<file path="src/rtl/control_pipeline.sv">
// Purpose: decodes the ID-stage opcode into a control bundle and carries it through ID/EX, EX/MEM and MEM/WB with load-use and branch-flush handling.
// Latency: EX_* 1 cycle after ID, MEM_* 2 cycles, WB_* 3 cycles; Stall/Flush are combinational.
// Backpressure: only Stall (hold PC and IF/ID on a load-use hazard); EX/MEM and MEM/WB always advance.
module control_pipeline #(
    parameter int REG_W        = 5,
    parameter int LINK_REG     = 30,
    parameter int ZERO_REG     = 31,
    parameter int BRANCH_STAGE = 2,
    parameter int SCNT_W       = 16
) (
    input  logic              CLK,
    input  logic              Reset,
    input  logic              ID_Valid,
    input  logic [10:0]       Opcode,
    input  logic [REG_W-1:0]  Rn,
    input  logic [REG_W-1:0]  Rs2,
    input  logic [REG_W-1:0]  Rd,
    input  logic              BranchTaken,
    output logic              Stall,
    output logic              Flush,
    output logic              EX_Valid,
    output logic              EX_ALUSrc,
    output logic              EX_IllegalOp,
    output logic [1:0]        EX_ALUOp,
    output logic [REG_W-1:0]  EX_Rd,
    output logic              MEM_Valid,
    output logic              MEM_MemRead,
    output logic              MEM_MemWrite,
    output logic              MEM_Branch,
    output logic              MEM_Uncondbranch,
    output logic              MEM_CBNZSig,
    output logic              WB_Valid,
    output logic              WB_RegWrite,
    output logic              WB_MemToReg,
    output logic              WB_BL,
    output logic [REG_W-1:0]  WB_Rd,
    output logic [SCNT_W-1:0] StallCount
);

    localparam logic [REG_W-1:0] ZR = REG_W'(ZERO_REG);
    localparam logic [REG_W-1:0] LR = REG_W'(LINK_REG);
    // A branch resolving in MEM means the instruction now in EX is wrong-path too.
    localparam logic KILL_EX_ON_FLUSH = (BRANCH_STAGE == 2);

    // Full control bundle as produced by decode and held in ID/EX.
    typedef struct packed {
        logic       alusrc;
        logic [1:0] aluop;
        logic       illegal;
        logic       memread;
        logic       memwrite;
        logic       branch;
        logic       uncond;
        logic       cbnz;
        logic       regwrite;
        logic       memtoreg;
        logic       bl;
    } ctrl_t;

    // Controls still needed from MEM onwards.
    typedef struct packed {
        logic memread;
        logic memwrite;
        logic branch;
        logic uncond;
        logic cbnz;
        logic regwrite;
        logic memtoreg;
        logic bl;
    } mem_ctrl_t;

    // Controls still needed in WB.
    typedef struct packed {
        logic regwrite;
        logic memtoreg;
        logic bl;
    } wb_ctrl_t;

    ctrl_t            dec;
    logic             uses_rn;
    logic             uses_rs2;
    logic [REG_W-1:0] dec_rd;

    logic             ex_valid;
    ctrl_t            ex_ctrl;
    logic [REG_W-1:0] ex_rd;

    logic             mem_valid;
    mem_ctrl_t        mem_ctrl;
    logic [REG_W-1:0] mem_rd;

    logic             wb_valid;
    wb_ctrl_t         wb_ctrl;
    logic [REG_W-1:0] wb_rd;

    logic             load_use;
    logic             id_accept;
    logic             mem_accept;
    logic [SCNT_W-1:0] stall_cnt;

    // Opcode decode, first matching pattern wins; anything unmatched is illegal.
    always_comb begin
        dec      = '0;
        uses_rn  = 1'b0;
        uses_rs2 = 1'b0;
        dec_rd   = Rd;
        casez (Opcode)
            11'b000101?????: begin
                dec.uncond = 1'b1;
            end
            11'b100101?????: begin
                dec.uncond   = 1'b1;
                dec.bl       = 1'b1;
                dec.regwrite = 1'b1;
                dec_rd       = LR;
            end
            11'b10110100???: begin
                dec.branch = 1'b1;
                dec.aluop  = 2'b01;
                uses_rs2   = 1'b1;
            end
            11'b10110101???: begin
                dec.cbnz  = 1'b1;
                dec.aluop = 2'b01;
                uses_rs2  = 1'b1;
            end
            11'b1101001101?: begin
                dec.alusrc   = 1'b1;
                dec.aluop    = 2'b10;
                dec.regwrite = 1'b1;
                uses_rn      = 1'b1;
            end
            11'b?0?1000100?: begin
                dec.alusrc   = 1'b1;
                dec.aluop    = 2'b10;
                dec.regwrite = 1'b1;
                uses_rn      = 1'b1;
            end
            11'b1??0101?000: begin
                dec.aluop    = 2'b10;
                dec.regwrite = 1'b1;
                uses_rn      = 1'b1;
                uses_rs2     = 1'b1;
            end
            11'b11111000010: begin
                dec.alusrc   = 1'b1;
                dec.memread  = 1'b1;
                dec.memtoreg = 1'b1;
                dec.regwrite = 1'b1;
                uses_rn      = 1'b1;
            end
            11'b11111000000: begin
                dec.alusrc   = 1'b1;
                dec.memwrite = 1'b1;
                uses_rn      = 1'b1;
                uses_rs2     = 1'b1;
            end
            default: begin
                dec.illegal = 1'b1;
            end
        endcase
    end

    // Load-use detection against the load sitting in EX; XZR never creates a dependency.
    always_comb begin
        load_use = ID_Valid & ex_valid & ex_ctrl.memread & (ex_rd != ZR) &
                   ((uses_rn & (ex_rd == Rn)) | (uses_rs2 & (ex_rd == Rs2)));
    end

    // Flush outranks the hazard; both are silenced while Reset is asserted.
    assign Stall      = load_use & ~BranchTaken & ~Reset;
    assign Flush      = BranchTaken & ~Reset;
    assign id_accept  = ID_Valid & ~load_use & ~BranchTaken;
    assign mem_accept = ex_valid & ~(KILL_EX_ON_FLUSH & BranchTaken);

    // ID/EX register: bubbles carry zeroed controls, Rd keeps its last valid value.
    always_ff @(posedge CLK) begin
        if (Reset) begin
            ex_valid <= 1'b0;
            ex_ctrl  <= '0;
            ex_rd    <= '0;
        end else begin
            ex_valid <= id_accept;
            if (id_accept) begin
                ex_ctrl <= dec;
                ex_rd   <= dec_rd;
            end else begin
                ex_ctrl <= '0;
            end
        end
    end

    // EX/MEM register: always advances, optionally squashing the wrong-path EX instruction.
    always_ff @(posedge CLK) begin
        if (Reset) begin
            mem_valid <= 1'b0;
            mem_ctrl  <= '0;
            mem_rd    <= '0;
        end else begin
            mem_valid <= mem_accept;
            if (mem_accept) begin
                mem_ctrl.memread  <= ex_ctrl.memread;
                mem_ctrl.memwrite <= ex_ctrl.memwrite;
                mem_ctrl.branch   <= ex_ctrl.branch;
                mem_ctrl.uncond   <= ex_ctrl.uncond;
                mem_ctrl.cbnz     <= ex_ctrl.cbnz;
                mem_ctrl.regwrite <= ex_ctrl.regwrite;
                mem_ctrl.memtoreg <= ex_ctrl.memtoreg;
                mem_ctrl.bl       <= ex_ctrl.bl;
                mem_rd            <= ex_rd;
            end else begin
                mem_ctrl <= '0;
            end
        end
    end

    // MEM/WB register: register writes to XZR are dropped here.
    always_ff @(posedge CLK) begin
        if (Reset) begin
            wb_valid <= 1'b0;
            wb_ctrl  <= '0;
            wb_rd    <= '0;
        end else begin
            wb_valid <= mem_valid;
            if (mem_valid) begin
                wb_ctrl.regwrite <= mem_ctrl.regwrite & (mem_rd != ZR);
                wb_ctrl.memtoreg <= mem_ctrl.memtoreg;
                wb_ctrl.bl       <= mem_ctrl.bl;
                wb_rd            <= mem_rd;
            end else begin
                wb_ctrl <= '0;
            end
        end
    end

    // Saturating count of stalled cycles.
    always_ff @(posedge CLK) begin
        if (Reset) begin
            stall_cnt <= '0;
        end else if (Stall && !(&stall_cnt)) begin
            stall_cnt <= stall_cnt + 1'b1;
        end
    end

    assign EX_Valid         = ex_valid;
    assign EX_ALUSrc        = ex_ctrl.alusrc;
    assign EX_IllegalOp     = ex_ctrl.illegal;
    assign EX_ALUOp         = ex_ctrl.aluop;
    assign EX_Rd            = ex_rd;
    assign MEM_Valid        = mem_valid;
    assign MEM_MemRead      = mem_ctrl.memread;
    assign MEM_MemWrite     = mem_ctrl.memwrite;
    assign MEM_Branch       = mem_ctrl.branch;
    assign MEM_Uncondbranch = mem_ctrl.uncond;
    assign MEM_CBNZSig      = mem_ctrl.cbnz;
    assign WB_Valid         = wb_valid;
    assign WB_RegWrite      = wb_ctrl.regwrite;
    assign WB_MemToReg      = wb_ctrl.memtoreg;
    assign WB_BL            = wb_ctrl.bl;
    assign WB_Rd            = wb_rd;
    assign StallCount       = stall_cnt;

endmodule

</file>
<file path="config.mk">
export PLATFORM = sky130hd
export DESIGN_NAME = control_pipeline
export DESIGN_NICKNAME = d
export VERILOG_FILES = /design/src/rtl/control_pipeline.sv
export SDC_FILE = /design/constraint.sdc
export NUM_CORES = 1
export LEC_CHECK = 0
export BUFFER_PORTS_ARGS = -buffer_cell sky130_fd_sc_hd__clkbuf_2
export CAP_MARGIN = 10
export CORE_MARGIN = 1
export CORE_UTILIZATION = 55
export CTS_CLUSTER_DIAMETER = 100
export DETAILED_ROUTE_END_ITERATION = 12
export GPL_TIMING_DRIVEN = 0
export PLACE_DENSITY_LB_ADDON = 0.2
export SETUP_SLACK_MARGIN = 0.5
export SLEW_MARGIN = 20
export SYNTH_ARGS = -nofsm -noshare
export SYNTH_HDL_FRONTEND = slang
export SYNTH_SLANG_ARGS = --single-unit
</file>
<file path="constraint.sdc">
create_clock -name CLK -period 3 [get_ports CLK]
set_clock_uncertainty 0.15 [all_clocks]
set_input_delay 0.3 -clock CLK [delete_from_list [all_inputs] [get_ports CLK]]
set_output_delay 0.3 -clock CLK [all_outputs]
set_load 0.02 [all_outputs]
</file>
==> metrics.txt, run 1 <==
# TYPE chip_impl_metric gauge
chip_impl_metric{name="routed_wirelength",unit="um"} 5260
chip_impl_metric{name="drtAntennaViolNets",unit=""} 0
chip_impl_metric{name="async_reset_ff_share",unit="%"} 0
chip_impl_metric{name="vias",unit=""} 2188
chip_impl_metric{name="fraction_of_the_core_area_covered_by_cells_at_the_end_of_the_flow",unit="%"} 71.5
chip_impl_metric{name="finalPower",unit="uW"} 1280
chip_impl_metric{name="top_level_ports",unit=""} 73
chip_impl_metric{name="internal-power",unit="uW"} 970
chip_impl_metric{name="synth.net_count",unit=""} 299
chip_impl_metric{name="nFillCells",unit=""} 324
chip_impl_metric{name="detail_route.wl_per_cell",unit="um"} 13.3
chip_impl_metric{name="cts_setup_buffers",unit=""} 0
chip_impl_metric{name="clock_path_buffers",unit=""} 2
chip_impl_metric{name="syn_area",unit="um2"} 2410
chip_impl_metric{name="preCtsSetupSlack",unit="ns"} 0.548
chip_impl_metric{name="grt_antenna_before_repair",unit=""} 0
chip_impl_metric{name="syn_area_per_cell",unit="um2"} 9.01
chip_impl_metric{name="max_freq",unit="GHz"} 0.408
chip_impl_metric{name="first_global_vias",unit=""} 1872
chip_impl_metric{name="power_switching",unit="uW"} 310
chip_impl_info{name="status",value="finished, final reports clean"} 1
chip_impl_metric{name="cts_inserted_buffers",unit=""} 5
chip_impl_metric{name="ys_seq_area_share",unit="%"} 45.6
chip_impl_info{name="timing.setup.critical_path_class",value="reg -> out"} 1
chip_impl_metric{name="finalNonFillerCells",unit=""} 397
chip_impl_metric{name="fp.dieW",unit="um"} 68.3
chip_impl_metric{name="report.final.hold_viol_count",unit=""} 0
chip_impl_metric{name="finalCriticalPeriod",unit="ns"} 2.45
chip_impl_metric{name="max-cap-violations",unit=""} 0
chip_impl_metric{name="maxSlewViolCount",unit=""} 0
chip_impl_metric{name="post-route-period-util",unit="%"} 81.6
chip_impl_metric{name="worst_setup_hold_path_clk_slew",unit="ns"} 0.09
chip_impl_metric{name="sw_frac_of_total",unit="%"} 24.2
chip_impl_metric{name="gp_congestion",unit=""} 0.853
chip_impl_metric{name="gr-total-overflow",unit=""} 0
chip_impl_metric{name="initial_utilization",unit="%"} 58.7
chip_impl_metric{name="setup_viol",unit=""} 0
chip_impl_metric{name="p_leak",unit="uW"} 0.00118
chip_impl_metric{name="clock_insertion_delay_worst_skew",unit="ns"} 0.31
chip_impl_metric{name="total_nets_final",unit=""} 377
chip_impl_metric{name="die_area",unit="um2"} 4660
chip_impl_metric{name="tritonroute_pass_1_iters",unit=""} 4
chip_impl_info{name="yosys_most_used_dff",value="dfxtp_1"} 1
chip_impl_metric{name="syn2layout_area_growth",unit="%"} 21.9
chip_impl_metric{name="power_density",unit="nW/um2"} 435
chip_impl_metric{name="grtUsageTotal",unit="%"} 23.8
chip_impl_metric{name="avgViaCountPerCell",unit=""} 5.51
chip_impl_metric{name="floorplan_row_count",unit=""} 23
chip_impl_metric{name="grt_start_max_net_pins",unit=""} 18
chip_impl_info{name="critPathCaptureType",value="output port"} 1
chip_impl_metric{name="peakVddDrop",unit="mV"} 0.204
chip_impl_metric{name="fraction_of_layout_instances_using_a_drive_strength_above_1",unit="%"} 29.4
chip_impl_metric{name="timing.critical_path.fanout_max",unit=""} 6
chip_impl_metric{name="syn_inst",unit=""} 268
chip_impl_metric{name="antenna_cells",unit=""} 0
chip_impl_metric{name="clock_sink_count",unit=""} 55
chip_impl_info{name="rsz0062_at_grt",value="yes"} 1
chip_impl_metric{name="combined_area_of_the_multi_input_logic_cells",unit="um2"} 1220
chip_impl_metric{name="post-synth-top-area-fraction",unit="%"} 45.6
chip_impl_metric{name="flop_pwr_share",unit="%"} 58.3
chip_impl_metric{name="core_region_area",unit="um2"} 4120
chip_impl_metric{name="tightest_slew",unit="ns"} 0.567
chip_impl_metric{name="share_comb_of_total_power",unit="%"} 8.2
chip_impl_metric{name="post_place_cells",unit=""} 389
chip_impl_metric{name="critical_path_required",unit="ns"} 2.55
chip_impl_info{name="cts_root_buf",value="clkbuf_8"} 1
chip_impl_metric{name="power.share.clock",unit="%"} 33.5
chip_impl_metric{name="yosys_warnings",unit=""} 0
chip_impl_metric{name="fin_tns_setup",unit="ns"} 0
chip_impl_metric{name="final_worst_path_setup_slack",unit="ns"} 0.552
chip_impl_metric{name="initialDrtViolationCount",unit=""} 84
chip_impl_metric{name="dp.final_hpwl",unit="um"} 3900
chip_impl_metric{name="max-slew-margin-rel",unit="%"} 62.2
chip_impl_info{name="timing.critical_path.from_type",value="flop"} 1
chip_impl_metric{name="placement.io_buffers",unit=""} 71
chip_impl_metric{name="sequential_cell_area",unit="um2"} 1100
chip_impl_metric{name="cts.htree.levels",unit=""} 2
chip_impl_info{name="post-synth-top-area-cell",value="dfxtp_1"} 1
chip_impl_info{name="clock_tree_from_tritoncts",value="yes"} 1
chip_impl_metric{name="die_h",unit="um"} 68.3
chip_impl_metric{name="grt_pass1_wl",unit="um"} 8230
chip_impl_metric{name="drc",unit=""} 0
chip_impl_info{name="min-delay-path-class",value="in -> reg"} 1
chip_impl_metric{name="synth_cell_types",unit=""} 49
chip_impl_metric{name="cp.arrival",unit="ns"} 2.00
chip_impl_info{name="synth.area.top_cells",value="dfxtp_1 46%, nor2_1 6.1%, mux2i_1 4.1%"} 1
chip_impl_metric{name="synth.ff_latch_count",unit=""} 55
chip_impl_metric{name="synth-edff-count",unit=""} 0
[area by class of cell]
class,instances,area share (%)
well taps,50,2.13
clock inverters,2,0.553
flip-flops and latches,55,37.5
multi-input cells,194,41.6
inverters,5,0.638
clock buffers,6,2.81
plain buffers,14,2.68
repair buffers,71,12.1
[cells in the mapped netlist, drive strengths merged, types with 7 or more instances]
library cell / instances
a21oi: 10
and2: 10
buf: 8
dfxtp: 55
mux2i: 10
nand2: 13
nand3: 11
nor2: 39
nor2b: 9
nor3: 11
o21ai: 7
or3: 7
[routing by layer]
| layer | wire, um | share of wire [%] | GRT usage, % |
|---|---|---|---|
| met2 | 2640 | 50 | 39.8 |
| met1 | 2220 | 42 | 28.8 |
| met3 | 330 | 6.3 | 5.50 |
| met5 | 0 | 0 | 0 |
| met4 | 79 | 1.5 | 10.4 |
[final timing paths]
kind	start	endpoint	slack, ns	cells after the start
min	Opcode[8]	ex_ctrl[4]$_SDFF_PP0_	0.08	2
max	EX_Rd[4]$_SDFFE_PP0P_	Stall	0.55	6
max reg2reg	EX_Rd[3]$_SDFFE_PP0P_	StallCount[5]$_SDFFE_PP0P_	0.71	7
min reg2reg	mem_ctrl[2]$_SDFF_PP0_	WB_RegWrite$_SDFF_PP0_	0.27	2
[registers in the layout, summed over array words and instances (netlist names), 2 cells and up]
name	count
ex_ctrl	7
WB_Rd	5
mem_ctrl	3
EX_Rd	5
mem_rd	5
StallCount	16
EX_ALUOp	2
[power by group through the flow]
stage	sequential [uW]	clock (uW)	combinational, uW
6_report	746	429	105
5_1_grt	747	471	116
4_1_cts	746	437	105
3_5_place_dp	763	0	104
3_3_place_gp	762	0	102
2_1_floorplan	767	0	52.9
[stage by stage]
stage / cell area (um2) / hold WS [ns]
after global placement: 2830 / 0.257
final: 2940 / 0.0751
after CTS: 2940 / 0.0682
after global routing: 2940 / 0.0809
after floorplan: 2410 / 0.229
after detailed placement: 2830 / 0.257
[worst max-delay path: stages (launching register included)]
cell and delay [ns]:
dfxtp_2 0.37, xor2_1 0.17, nor3_1 0.19, nand3_1 0.13, or3_1 0.40, a21oi_2 0.23
clkbuf_2 0.21
[placed cells by master, fill, tap and decap left out, types with 7 or more instances in the layout]
cell type   n
or3_1       7
nor2_1     39
clkbuf_2   71
nand3_1    11
a21oi_1     9
nor2b_1     9
nand2_1    12
nor3_1     10
dfxtp_1    53
mux2i_1    10
and2_1     10
[cells by family after synthesis]
family / Yosys count / synth area share (%)
AO/OA/AOI/OAI: 34 / 9.07
XOR/XNOR: 10 / 3.63
adder cells (fa/ha/maj): 1 / 0.518
buffers and inverters: 19 / 4.04
flip-flops: 55 / 45.6
multiplexers: 16 / 6.94
AND/OR/NAND/NOR: 133 / 30.2
[what timing repair did]
item                       CTS  global route
setup endpoints to repair    1             7
gates cloned                 0             0
pin swaps                    0             0
hold buffers                 0             0
gates resized for setup      1             3
(Power assumes the default switching activity.)
==> run 2, diff against run 1 <==
--- a/config.mk
+++ b/config.mk
@@ -8,7 +8,7 @@
 export BUFFER_PORTS_ARGS = -buffer_cell sky130_fd_sc_hd__clkbuf_2
 export CAP_MARGIN = 10
 export CORE_MARGIN = 1
-export CORE_UTILIZATION = 55
+export CORE_UTILIZATION = 46
 export CTS_CLUSTER_DIAMETER = 100
 export DETAILED_ROUTE_END_ITERATION = 12
 export GPL_TIMING_DRIVEN = 0
==> constraint.sdc (replaced) <==
create_clock -name CLK -period 2.01 [get_ports CLK]
set_clock_uncertainty 0.15 [all_clocks]
set_input_delay 0.201 -clock CLK [delete_from_list [all_inputs] [get_ports CLK]]
set_output_delay 0.201 -clock CLK [all_outputs]
set_load 0.02 [all_outputs]
==> metrics.txt, run 2 (synthesis results as in run 1) <==
# TYPE chip_impl_metric gauge
chip_impl_info{name="status",value="complete, but fails checks"} 1
chip_impl_info{name="violations",value="negative setup slack"} 1
chip_impl_metric{name="first_global_vias",unit=""} 2175
chip_impl_metric{name="critical_path_required",unit="ns"} 1.66
chip_impl_info{name="cts_root_buf",value="clkbuf_8"} 1
chip_impl_metric{name="tritonroute_pass_1_iters",unit=""} 4
chip_impl_metric{name="combined_area_of_the_multi_input_logic_cells",unit="um2"} 1610
chip_impl_metric{name="worst_r2r_path_cells",unit=""} 10
chip_impl_metric{name="gr-total-overflow",unit=""} 0
chip_impl_metric{name="top_level_ports",unit=""} 73
chip_impl_metric{name="p_leak",unit="uW"} 0.00141
chip_impl_metric{name="grt_antenna_before_repair",unit=""} 0
chip_impl_metric{name="fraction_of_layout_instances_using_a_drive_strength_above_1",unit="%"} 50.5
chip_impl_info{name="path_cells",value="xor2_1 -> nor3_1 -> nand3_1 -> or3_4 -> a21oi_4 -> buf_8"} 1
chip_impl_metric{name="core_region_area",unit="um2"} 5070
chip_impl_metric{name="drtAntennaViolNets",unit=""} 0
chip_impl_metric{name="vias",unit=""} 2313
chip_impl_info{name="setup.worst_path.start",value="EX_Rd[2]$_SDFFE_PP0P_"} 1
chip_impl_metric{name="grt_pass1_wl",unit="um"} 9870
chip_impl_metric{name="final_worst_path_setup_slack",unit="ns"} -0.282
chip_impl_metric{name="detail_route.wl_per_cell",unit="um"} 15.0
chip_impl_info{name="worstSetupEndpoint",value="Stall"} 1
chip_impl_info{name="crit-reg2reg-capture",value="StallCount[12]$_SDFFE_PP0P_"} 1
chip_impl_metric{name="fp.dieW",unit="um"} 74.5
chip_impl_info{name="clock_tree_from_tritoncts",value="yes"} 1
chip_impl_metric{name="finalInstanceArea",unit="um2"} 3610
chip_impl_info{name="layout.cells.most_common",value="clkbuf_2"} 1
chip_impl_info{name="critPathCaptureType",value="output port"} 1
chip_impl_metric{name="tightest_slew",unit="ns"} 0.667
chip_impl_metric{name="timing.critical_path.fanout_max",unit=""} 2
chip_impl_metric{name="peakVddDrop",unit="mV"} 0.296
chip_impl_info{name="min-delay-path-class",value="in -> reg"} 1
chip_impl_metric{name="grt_start_max_net_pins",unit=""} 18
chip_impl_metric{name="initial_utilization",unit="%"} 47.6
chip_impl_metric{name="worst_setup_hold_path_clk_slew",unit="ns"} 0.10
chip_impl_metric{name="finalCriticalPeriod",unit="ns"} 2.29
chip_impl_metric{name="clock_path_buffers",unit=""} 2
chip_impl_metric{name="drc",unit=""} 0
chip_impl_metric{name="dp.final_hpwl",unit="um"} 4390
chip_impl_metric{name="avgViaCountPerCell",unit=""} 5.33
chip_impl_metric{name="report.final.hold_viol_count",unit=""} 0
chip_impl_info{name="critical_path.slowest_cell",value="or3_4"} 1
chip_impl_metric{name="post-route-period-util",unit="%"} 114
chip_impl_metric{name="antenna_cells",unit=""} 0
chip_impl_metric{name="max-slew-margin-rel",unit="%"} 55.1
chip_impl_metric{name="max_freq",unit="GHz"} 0.436
chip_impl_info{name="timing.critical_path.from_type",value="flop"} 1
chip_impl_metric{name="cts_inserted_buffers",unit=""} 5
chip_impl_metric{name="maxSlewViolCount",unit=""} 0
chip_impl_metric{name="timing.reg2reg.setup_slack",unit="ns"} -0.24
chip_impl_metric{name="cp.arrival",unit="ns"} 1.94
chip_impl_metric{name="die_h",unit="um"} 74.5
chip_impl_metric{name="initialDrtViolationCount",unit=""} 89
chip_impl_metric{name="grtUsageTotal",unit="%"} 23.3
chip_impl_info{name="worstReg2RegStart",value="EX_Rd[2]$_SDFFE_PP0P_"} 1
chip_impl_metric{name="max-cap-violations",unit=""} 0
chip_impl_metric{name="cts.htree.levels",unit=""} 2
chip_impl_metric{name="largest_register_ffs",unit=""} 16
chip_impl_metric{name="placed_area",unit="um2"} 3100
chip_impl_info{name="most-common-layout-cells",value="74 x clkbuf_2, 40 x dfxtp_1, 26 x nor2_1"} 1
chip_impl_metric{name="syn2layout_area_growth",unit="%"} 49.4
chip_impl_metric{name="power_density",unit="nW/um2"} 535
chip_impl_metric{name="cpPeakStageDelay",unit="ns"} 0.44
chip_impl_metric{name="finalPower",unit="uW"} 1930
chip_impl_metric{name="clock_sink_count",unit=""} 55
chip_impl_info{name="timing.setup.critical_path_class",value="reg -> out"} 1
chip_impl_metric{name="setup_viol",unit=""} 34
chip_impl_metric{name="sequential_cell_area",unit="um2"} 1150
chip_impl_metric{name="total_nets_final",unit=""} 394
chip_impl_metric{name="placement.io_buffers",unit=""} 71
chip_impl_metric{name="nFillCells",unit=""} 392
chip_impl_metric{name="gp_congestion",unit=""} 0.868
chip_impl_metric{name="die_area",unit="um2"} 5540
chip_impl_metric{name="clock_insertion_delay_worst_skew",unit="ns"} 0.31
chip_impl_metric{name="floorplan_row_count",unit=""} 26
chip_impl_metric{name="routed_wirelength",unit="um"} 6500
chip_impl_info{name="rsz0062_at_grt",value="yes"} 1
[run 2: cell types whose count changed in the layout (fill, tap and decap cells not counted), sizes merged]
cell and delta:
dlygate4sd3 +1, buf +17, clkbuf -2, clkinvlp -1
inv +2
[run 2: worst min path at each step]
stage	start	end	slack, ns	cells after the start
5_1_grt	Rd[0]	EX_Rd[0]$_SDFFE_PP0P_	0.02	3
3_5_place_dp	ex_ctrl[0]$_SDFF_PP0_	mem_ctrl[0]$_SDFF_PP0_	0.26	1
3_3_place_gp	ex_ctrl[0]$_SDFF_PP0_	mem_ctrl[0]$_SDFF_PP0_	0.26	1
6_report	Rd[0]	EX_Rd[0]$_SDFFE_PP0P_	0.02	3
2_1_floorplan	Opcode[8]	ex_ctrl[4]$_SDFF_PP0_	0.13	1
4_1_cts	Opcode[3]	ex_ctrl[5]$_SDFF_PP0_	0.001	2
[run 2: worst max-delay path, delay by kind of cell, from the launching register on]
kind                   cells  cell delay, ns
AO/OA/AOI/OAI              1            0.17
AND/OR/NAND/NOR            3            0.83
buffers and inverters      1            0.13
XOR/XNOR                   1            0.14
flip-flops                 1            0.37
[run 2: cell type report]
cell class / count / share of cell area, %
multi-input combinational: 194 / 44.7
buffer: 14 / 2.95
sequential: 55 / 31.9
timing repair buffer: 88 / 15.0
clock buffer: 5 / 1.91
clock inverter: 3 / 0.485
tap: 70 / 2.43
inverter: 5 / 0.589
[run 2: power breakdown]
part	internal, uW	leakage (uW)	switching (uW)
Sequential	1090	0.000455	13.5
Combinational	103	0.000901	122
Clock	246	0.0000488	363
[run 2: stage by stage]
step	std cells	util, %	hold slack [ns]	setup WS, ns	setup TNS (ns)
floorplan	268	-	0.130	0.0223	0
global placement	409	61.1	0.258	-0.252	-4.36
detailed placement	409	61.1	0.264	-0.255	-4.94
CTS	430	69.0	0.00126	-0.252	-3.54
global route	434	71.1	0.0239	-0.362	-8.65
finish	434	71.1	0.0183	-0.282	-6.06
[run 2: timing repair]
item	4_1_cts	5_1_grt
cloned	2	0
endpoints found under the setup margin	43	41
resized for setup	47	23
buffers inserted	10	4
hold endpoints to repair	1	0
pin swaps	11	11
hold buffers	1	0
[run 2: per-layer routing]
metal  vias to the layer above  global-route usage (%)  share of wire (%)
met2                        58                    42.5                 53
met5                         -                       0                  0
met1                      1109                    27.2                 42
met4                         0                    5.66               0.51
li1                       1141                       -                  -
met3                         5                    5.56                4.1
==> run 3, diff against run 2 <==
--- a/config.mk
+++ b/config.mk
@@ -8,7 +8,7 @@
 export BUFFER_PORTS_ARGS = -buffer_cell sky130_fd_sc_hd__clkbuf_2
 export CAP_MARGIN = 10
 export CORE_MARGIN = 1
-export CORE_UTILIZATION = 46
+export CORE_UTILIZATION = 39
 export CTS_CLUSTER_DIAMETER = 100
 export DETAILED_ROUTE_END_ITERATION = 12
 export GPL_TIMING_DRIVEN = 0
==> metrics.txt, run 3 (synthesis results as in run 1) <==
# TYPE chip_impl_metric gauge
chip_impl_info{name="status",value="complete, but fails checks"} 1
chip_impl_info{name="violations",value="negative setup slack"} 1
chip_impl_metric{name="placement.io_buffers",unit=""} 71
chip_impl_metric{name="p_leak",unit="uW"} 0.00141
chip_impl_metric{name="maxSlewViolCount",unit=""} 0
chip_impl_metric{name="hold_path_depth",unit=""} 2
chip_impl_metric{name="clock_sink_count",unit=""} 55
chip_impl_metric{name="tightest_slew",unit="ns"} 0.608
chip_impl_metric{name="initial_utilization",unit="%"} 40.5
chip_impl_metric{name="largest_register_ffs",unit=""} 16
chip_impl_metric{name="drtAntennaViolNets",unit=""} 0
chip_impl_metric{name="setup_viol",unit=""} 31
chip_impl_metric{name="grtUsageTotal",unit="%"} 21.5
chip_impl_metric{name="avgViaCountPerCell",unit=""} 5.19
chip_impl_info{name="critPathCaptureType",value="output port"} 1
chip_impl_metric{name="worst_r2r_path_cells",unit=""} 9
chip_impl_metric{name="die_area",unit="um2"} 6510
chip_impl_metric{name="tritonroute_pass_1_iters",unit=""} 4
chip_impl_metric{name="finalNonFillerCells",unit=""} 439
chip_impl_metric{name="total_nets_final",unit=""} 394
chip_impl_metric{name="finalPower",unit="uW"} 1980
chip_impl_info{name="timing.critical_path.from_type",value="flop"} 1
chip_impl_metric{name="grt_pass1_wl",unit="um"} 10500
chip_impl_metric{name="grt_antenna_before_repair",unit=""} 0
chip_impl_metric{name="fin_tns_setup",unit="ns"} -2.84
chip_impl_metric{name="dp.final_hpwl",unit="um"} 4420
chip_impl_metric{name="fp.dieW",unit="um"} 80.7
chip_impl_metric{name="fraction_of_layout_instances_using_a_drive_strength_above_1",unit="%"} 48.6
chip_impl_metric{name="worst_setup_hold_path_clk_slew",unit="ns"} 0.11
chip_impl_metric{name="first_global_vias",unit=""} 2210
chip_impl_info{name="min-delay-path-class",value="in -> reg"} 1
chip_impl_metric{name="finalCriticalPeriod",unit="ns"} 2.23
chip_impl_metric{name="max-cap-violations",unit=""} 0
chip_impl_metric{name="cp.arrival",unit="ns"} 1.88
chip_impl_metric{name="initialDrtViolationCount",unit=""} 87
chip_impl_metric{name="detail_route.wl_per_cell",unit="um"} 14.8
chip_impl_metric{name="gp_congestion",unit=""} 0.869
chip_impl_info{name="rsz0062_at_grt",value="yes"} 1
chip_impl_metric{name="final_worst_path_setup_slack",unit="ns"} -0.222
chip_impl_info{name="timing.setup.critical_path_class",value="reg -> out"} 1
chip_impl_metric{name="top_level_ports",unit=""} 73
chip_impl_metric{name="cts.htree.levels",unit=""} 2
chip_impl_info{name="cts_root_buf",value="clkbuf_8"} 1
chip_impl_metric{name="clock_insertion_delay_worst_skew",unit="ns"} 0.31
chip_impl_metric{name="finalInstanceArea",unit="um2"} 3570
chip_impl_metric{name="peakVddDrop",unit="mV"} 0.303
chip_impl_metric{name="timing.critical_path.fanout_max",unit=""} 3
chip_impl_metric{name="critical_path_required",unit="ns"} 1.66
chip_impl_metric{name="antenna_cells",unit=""} 0
chip_impl_metric{name="gr-total-overflow",unit=""} 0
chip_impl_metric{name="cts_inserted_buffers",unit=""} 5
chip_impl_metric{name="fraction_of_the_core_area_covered_by_cells_at_the_end_of_the_flow",unit="%"} 60.0
chip_impl_metric{name="floorplan_row_count",unit=""} 28
chip_impl_info{name="clock_tree_from_tritoncts",value="yes"} 1
chip_impl_metric{name="routed_wirelength",unit="um"} 6500
chip_impl_metric{name="max-slew-margin-rel",unit="%"} 59.5
chip_impl_metric{name="drc",unit=""} 0
chip_impl_metric{name="clock_path_buffers",unit=""} 2
chip_impl_metric{name="die_h",unit="um"} 80.7
chip_impl_metric{name="syn2layout_area_growth",unit="%"} 48.0
chip_impl_metric{name="core_region_area",unit="um2"} 5960
chip_impl_metric{name="power_density",unit="nW/um2"} 555
chip_impl_metric{name="post_place_cells",unit=""} 414
chip_impl_metric{name="vias",unit=""} 2277
chip_impl_metric{name="report.final.hold_viol_count",unit=""} 0
chip_impl_metric{name="max_freq",unit="GHz"} 0.448
chip_impl_info{name="most-common-layout-cells",value="74 x clkbuf_2, 40 x dfxtp_1, 31 x nor2_1"} 1
chip_impl_metric{name="placed_area",unit="um2"} 3110
chip_impl_metric{name="post-route-period-util",unit="%"} 111
chip_impl_metric{name="grt_start_max_net_pins",unit=""} 18
chip_impl_info{name="layout.cells.most_common",value="clkbuf_2"} 1
run 3: what timing repair did:
action                                  4_1_cts  5_1_grt
pin swaps                                    17        5
endpoints found under the setup margin       43       43
setup buffers                                12        0
resized for setup                            50       12
hold buffers                                  2        0
gates cloned                                  3        0
hold endpoints to repair                      2        0
run 3: worst paths after layout:
path | start | to | slack (ns)
setup / recovery | EX_Rd[2]$_SDFFE_PP0P_ | Stall | -0.22
hold / removal | Opcode[3] | ex_ctrl[5]$_SDFF_PP0_ | 0.02
setup reg to reg | EX_Rd[2]$_SDFFE_PP0P_ | StallCount[11]$_SDFFE_PP0P_ | -0.18
hold reg to reg | mem_ctrl[2]$_SDFF_PP0_ | WB_RegWrite$_SDFF_PP0_ | 0.28
run 3: cell type report:
class / instances / area [um2]
Buffer: 14 / 98.8
Inverter: 5 / 21.3
Clock buffer: 6 / 82.6
Clock inverter: 2 / 15.0
Timing Repair Buffer: 88 / 523
Sequential cell: 55 / 1150
Fill cell: 532 / 2380
Multi-Input combinational cell: 194 / 1590
Tap cell: 75 / 93.8
run 3: power by group:
part / switching (uW) / total [uW] / leakage [uW] / internal (uW)
clock: 380 / 664 / 0.0000517 / 284
sequential: 14.5 / 1100 / 0.000455 / 1090
combinational: 121 / 218 / 0.000900 / 97.4
total: 515 / 1980 / 0.00141 / 1470
run 3: through the flow:
step                setup slack (ns)  hold slack (ns)
floorplan                     0.0223            0.130
global placement              -0.263            0.259
detailed placement            -0.261            0.261
CTS                           -0.259         0.000905
global route                  -0.306          0.00656
finish                        -0.222           0.0202
run 3: worst max-delay path, stage by stage (launching register included):
cell	delay (ns)
dfxtp_4	0.37
xor2_1	0.15
nor3_1	0.18
nand3_1	0.15
or3_4	0.38
a21oi_4	0.17
clkbuf_8	0.16
run 3: metal layers:
layer	global-route usage, %	vias up	part of all wire [%]
met1	25.3	1080	44
met5	0	-	0
met4	8.39	0	1.1
met2	37.6	54	51
met3	4.55	5	4.2
li1	-	1138	-
